### config.mk
export PLATFORM = sky130hd
export DESIGN_NAME = psum_acc
export DESIGN_NICKNAME = d
export VERILOG_FILES = /design/src/rtl/psum_acc.sv
export SDC_FILE = /design/constraint.sdc
export NUM_CORES = 2
export LEC_CHECK = 0
export BUFFER_PORTS_ARGS = -buffer_cell sky130_fd_sc_hd__buf_2
export CAP_MARGIN = 25
export CORE_MARGIN = 3
export CORE_UTILIZATION = 25
export CTS_CLUSTER_SIZE = 12
export DETAILED_ROUTE_END_ITERATION = 10
export HOLD_SLACK_MARGIN = 0.08
export MAX_ROUTING_LAYER = met4
export PLACE_DENSITY = 0.51
export SETUP_SLACK_MARGIN = 0.5
export SLEW_MARGIN = 20
export SYNTH_ARGS = -nofsm -noshare
export SYNTH_HDL_FRONTEND = slang
export SYNTH_SLANG_ARGS = --single-unit
### constraint.sdc
create_clock -name clk -period 5.8 [get_ports clk]
set_input_delay 0.58 -clock clk [delete_from_list [all_inputs] [get_ports clk]]
set_output_delay 0.58 -clock clk [all_outputs]
set_load 0.03 [all_outputs]
### src/rtl/psum_acc.sv
// Multi-pass partial-sum accumulator: pops psum vectors from an upstream FIFO, saturating-adds them
// per output position across npass passes, then streams the tile out. Optional ReLU: PSUM_ACC_RELU_EN.
module psum_acc #(
  parameter int col     = 8,
  parameter int psum_bw = 16,
  parameter int len     = 16,
  parameter int rd_lat  = 2
) (
  input  logic                   clk,
  input  logic                   reset,
  input  logic                   i_valid,
  input  logic [psum_bw*col-1:0] i_data,
  output logic                   o_rd,
  input  logic                   start,
  input  logic [3:0]             npass,
  output logic [psum_bw*col-1:0] o_data,
  output logic                   o_valid,
  input  logic                   o_ready,
  output logic                   busy,
  output logic                   done
);

  localparam int PW = (len > 1) ? $clog2(len) : 1;
  localparam int RW = $clog2(len * 16 + 1);
  localparam logic [PW-1:0] POS_LAST = PW'(len - 1);

  typedef enum logic [1:0] {IDLE, ACC, OUT} state_t;

  state_t state, state_nx;

  logic [PW-1:0]          pos;
  logic [3:0]             pass;
  logic [3:0]             npass_q;
  logic [RW-1:0]          rd_cnt;
  logic [RW-1:0]          rd_total;
  logic                   inflight;
  logic [rd_lat-1:0]      rd_pipe;
  logic [psum_bw*col-1:0] acc [len];
  logic [psum_bw*col-1:0] acc_cur;
  logic [psum_bw*col-1:0] acc_sum;
  logic                   cap;
  logic                   cap_last;
  logic                   hs;
  logic                   hs_last;

  function automatic logic [psum_bw-1:0] sat_add(input logic [psum_bw-1:0] a,
                                                 input logic [psum_bw-1:0] b);
    logic [psum_bw:0] s;
    s = {a[psum_bw-1], a} + {b[psum_bw-1], b};
    if (s[psum_bw] != s[psum_bw-1])
      return s[psum_bw] ? {1'b1, {(psum_bw-1){1'b0}}} : {1'b0, {(psum_bw-1){1'b1}}};
    return s[psum_bw-1:0];
  endfunction

  always_comb begin
    acc_cur = acc[pos];
    acc_sum = '0;
    for (int unsigned k = 0; k < col; k++)
      acc_sum[k*psum_bw +: psum_bw] = sat_add(acc_cur[k*psum_bw +: psum_bw],
                                              i_data[k*psum_bw +: psum_bw]);
  end

  // The delay line only yields a capture while accumulating, so a stale tap can never touch the tile.
  always_comb begin
    rd_total = RW'(len) * RW'(npass_q);
    cap      = rd_pipe[rd_lat-1] && (state == ACC);
    cap_last = cap && (pos == POS_LAST) && (pass == npass_q - 4'd1);
    hs       = (state == OUT) && o_ready;
    hs_last  = hs && (pos == POS_LAST);
    state_nx = state;
    o_rd     = 1'b0;
    o_valid  = 1'b0;
    case (state)
      IDLE: if (start) state_nx = ACC;
      ACC: begin
        o_rd = i_valid && !inflight && (rd_cnt < rd_total);
        if (cap_last) state_nx = OUT;
      end
      OUT: begin
        o_valid = 1'b1;
        if (hs_last) state_nx = IDLE;
      end
      default: state_nx = IDLE;
    endcase
  end

  always_comb begin
    o_data = '0;
    if (state == OUT) begin
      o_data = acc_cur;
`ifdef PSUM_ACC_RELU_EN
      for (int unsigned k = 0; k < col; k++)
        if (acc_cur[k*psum_bw + psum_bw - 1]) o_data[k*psum_bw +: psum_bw] = '0;
`endif
    end
  end

  assign busy = (state != IDLE);

  always_ff @(posedge clk or negedge reset) begin
    if (!reset) state <= IDLE;
    else        state <= state_nx;
  end

  always_ff @(posedge clk or negedge reset) begin
    if (!reset) begin
      pos      <= '0;
      pass     <= '0;
      npass_q  <= '0;
      rd_cnt   <= '0;
      inflight <= 1'b0;
      rd_pipe  <= '0;
      done     <= 1'b0;
      for (int unsigned i = 0; i < len; i++) acc[i] <= '0;
    end else begin
      rd_pipe <= (rd_pipe << 1) | rd_lat'(o_rd);
      done    <= hs_last;
      if (o_rd) begin
        inflight <= 1'b1;
        rd_cnt   <= rd_cnt + RW'(1);
      end
      if (cap) inflight <= 1'b0;
      case (state)
        IDLE: if (start) begin
          npass_q <= (npass == 4'd0) ? 4'd1 : npass;
          pos     <= '0;
          pass    <= '0;
          rd_cnt  <= '0;
        end
        ACC: if (cap) begin
          acc[pos] <= (pass == 4'd0) ? i_data : acc_sum;
          if (pos == POS_LAST) begin
            pos  <= '0;
            pass <= pass + 4'd1;
          end else begin
            pos <= pos + PW'(1);
          end
        end
        OUT: if (hs) pos <= hs_last ? '0 : pos + PW'(1);
        default: ;
      endcase
    end
  end

endmodule
==> metrics.yaml <==
status: "completed"
clockBufferDepth: 4
synth_area_leaders: "dfrtp_1 (53%), mux4_2 (15%), o21ai_0 (9.9%)"
dpl.hpwl_um: 179000
power.switching_w: 0.0181
tightest_slew_ps: 1230
cts.sinks: 2075
whs_path_depth: 3
pin_count: 269
yosysSeqAreaShare_pct: 53.4
cts_buffers: 236
grt_pass1_vias: 69300
synth_ff_type: "dfrtp_1"
cp_max_fo: 12
placeableCoreArea_um2: 387000
rows: 228
wl_um: 310000
synthArstFlopShare_pct: 100
grt_max_degree: 148
vias_per_cell: 4.71
critical_path.endpoint_type: "flip-flop"
slowest_stage: "mux4_2"
fill_cells: 39400
gr-total-overflow: 0
setup_viol: 0
max-vdd-ir-drop_uv: 372
port_buffers: 268
rr_worst_depth: 23
min-delay-path-class: "in2reg"
path_cells: "buf_12 -> buf_12 -> buf_12 -> buf_4 -> buf_16 -> mux4_2 -> mux4_2 -> ha_2 -> or3_1 -> a221oi_2 -> nor3_2 -> buf_4 -> a21o_1 -> a21oi_2 -> xnor2_2 -> ha_4 -> buf_6 -> buf_12 -> clkbuf_16 -> nor2_2 -> o22ai_1 -> buf_2 -> o21ai_0"
rsz0062_at_grt: "yes"
grtUsageTotal_pct: 15.4
placed_area_um2: 106000
max_freq_ghz: 0.185
remaining_drc_errors: 0
p_leak_nw: 51.2
synth_seq_cells: 2075
swShare_pct: 35.1
area_growth_syn_to_layout_pct: 24.1
fp.dieW_um: 630
setup_tns_ps: 0
clock_latency_ps: 910
register_area_um2: 51900
holdWs_ps: 148
drt-pass1-iter-count: 5
ctsRootBufferMaster: "clkbuf_16"
ys_types: 83
drtIter0Drc: 4655
wl_per_cell_um: 21.1
slew_viol_final: 0
syn_area_um2: 97300
combPwrFrac_pct: 39.2
hold_viol: 0
finalCritPeriodShare_pct: 93.1
antenna_found_initial: 16
final_cell_area_um2: 121000
cap_viol_max_count: 0
multi_input_area_um2: 45200
ys_warn_count: 0
initial_utilization_pct: 25.2
final_nets: 9567
h-tree-depth: 4
gp_congestion: 0.781
seqPwrFrac_pct: 31.8
synth_edf_count: 0
synth_top_area_share_pct: 53.4
synth.most_common_cell: "dfrtp_1"
vias: 68900
relSlewSlack_pct: 17.9
die_h_um: 630
power_density_nw_per_um2: 428
die_area_um2: 397000
synth_largest_area_cell: "dfrtp_1"
grt_pass1_wl_um: 460000
syn_nets: 9213
p_int_w: 0.0335
crit_required_ps: 6620
detail-route-antenna-nets: 0
p_clk_share_pct: 29.0
fin_skew_ps: 82.9
fin_ws_ps: 398
cts_tree: "done"
ys_top_cells_by_count: "dfrtp_1 (2075), nand2_1 (2025), o21ai_0 (1926)"
place_ws_ps: 95.6
layout-drive-gt1-share_pct: 26.2
clk_pin_slew_ps: 70
syn_inst: 8912
layout_min_cycle_time_ps: 5400
cp-start-kind: "flip-flop"
syn_avg_cell_area_um2: 10.9
critPathKind: "reg2reg"
cpPeakStageDelay_ps: 620
worst_ep_arrival_time_ps: 6220
cp_common_cell: "buf_12"
==> metrics by stage <==
stage,utilization [%],power [W],cells
after floorplan,-,0.0271,8912
after global placement,27.4,0.0322,13900
after detailed placement,27.5,0.0323,13900
after CTS,29.8,0.0485,14400
after global routing,31.2,0.0544,14600
final,31.2,0.0516,14600
==> what timing repair did <==
| action | 4_1_cts | 5_1_grt |
|---|---|---|
| hold buffers | 11 | 0 |
| endpoints found under the setup margin | 1354 | 1931 |
| endpoints found under the hold margin | 96 | 0 |
| resized for setup | 134 | 1254 |
| setup buffers | 45 | 136 |
| pin swaps | 18 | 247 |
| gates cloned | 13 | 64 |
==> final timing paths <==
check	startpoint	to	slack, ps
setup / recovery	pos[0]	acc[424]	400
hold / removal	i_data[123]	acc[1915]	150
setup reg to reg	pos[0]	acc[424]	400
hold reg to reg	rd_pipe[0]	rd_pipe[1]	350
max in group asynchronous	reset	acc[1143]	3950
min in group asynchronous	reset	acc[1141]	290
==> logic make-up (layout without fill, tap and decap cells) <==
group / Yosys count / after routing / share of synthesized area (%)
simple gates: 2544 / 2544 / 10.6
xor+xnor: 85 / 85 / 0.766
fa+ha+maj: 167 / 167 / 2.21
mux: 699 / 699 / 15.5
other cells: 0 / 13 / 0
compound gates: 2515 / 2515 / 14.1
buf+inv: 827 / 1370 / 3.37
flops: 2075 / 2075 / 53.4
==> final cells by class <==
class	instances	share of cell area, %
Clock inverter	88	0.753
Tap cell	5175	5.36
Sequential cell	2075	43.0
Antenna cell	13	0.0269
Inverter	65	0.211
Timing Repair Buffer	877	7.54
Timing Repair inverter	1	0.00622
Multi-Input combinational cell	6010	37.5
Clock buffer	339	5.62
==> worst max-delay path, delay by kind of cell, from the launching register on <==
family | cells | cell delay, ps
AOI/OAI and AO/OA | 5 | 890
xor gates and xnor gates | 1 | 170
adders and majority gates | 2 | 490
buffers and inverters | 10 | 1540
DFF | 1 | 510
muxes | 2 | 1040
and+or+nand+nor | 3 | 630
==> per-layer routing <==
metal / routed length, µm / track usage, % / vias to the layer above / share of wire, %
met5: 0 / - / - / 0
met1: 141000 / 20.5 / 35000 / 45
met2: 149000 / 25.1 / 1168 / 48
met4: 7520 / 3.27 / 0 / 2.4
met3: 12700 / 2.16 / 401 / 4.1
li1: - / - / 32400 / -
==> placed cells by master, fill, tap and decap left out, types with 47 or more instances in the layout <==
master and instances:
buf_2 271, a21oi_1 104, dfrtp_1 2071, inv_1 60, o21ai_1 359, and2_1 137
buf_4 275, clkbuf_16 261, o21ai_2 234, buf_6 121, mux2_2 49, buf_12 129
mux4_2 640, clkbuf_8 47, ha_1 88, ha_4 49, nor2_1 177, clkbuf_1 55
clkinv_2 51, o21ai_0 1450, nand2_1 2011
==> flip-flops by register name, summed over array words and instances (netlist names) <==
name      cells
pos           4
state         2
rd_cnt        9
rd_pipe       2
acc        2048
done          1
pass          4
npass_q       4
inflight      1
==> power groups by stage <==
stage          clock (W)  combinational (W)  sequential [W]
3_3_place_gp           0             0.0156          0.0166
3_5_place_dp           0             0.0156          0.0167
4_1_cts           0.0154             0.0167          0.0164
5_1_grt           0.0160             0.0218          0.0166
6_report          0.0150             0.0202          0.0164
2_1_floorplan          0             0.0107          0.0164
(Power assumes the default switching activity.)
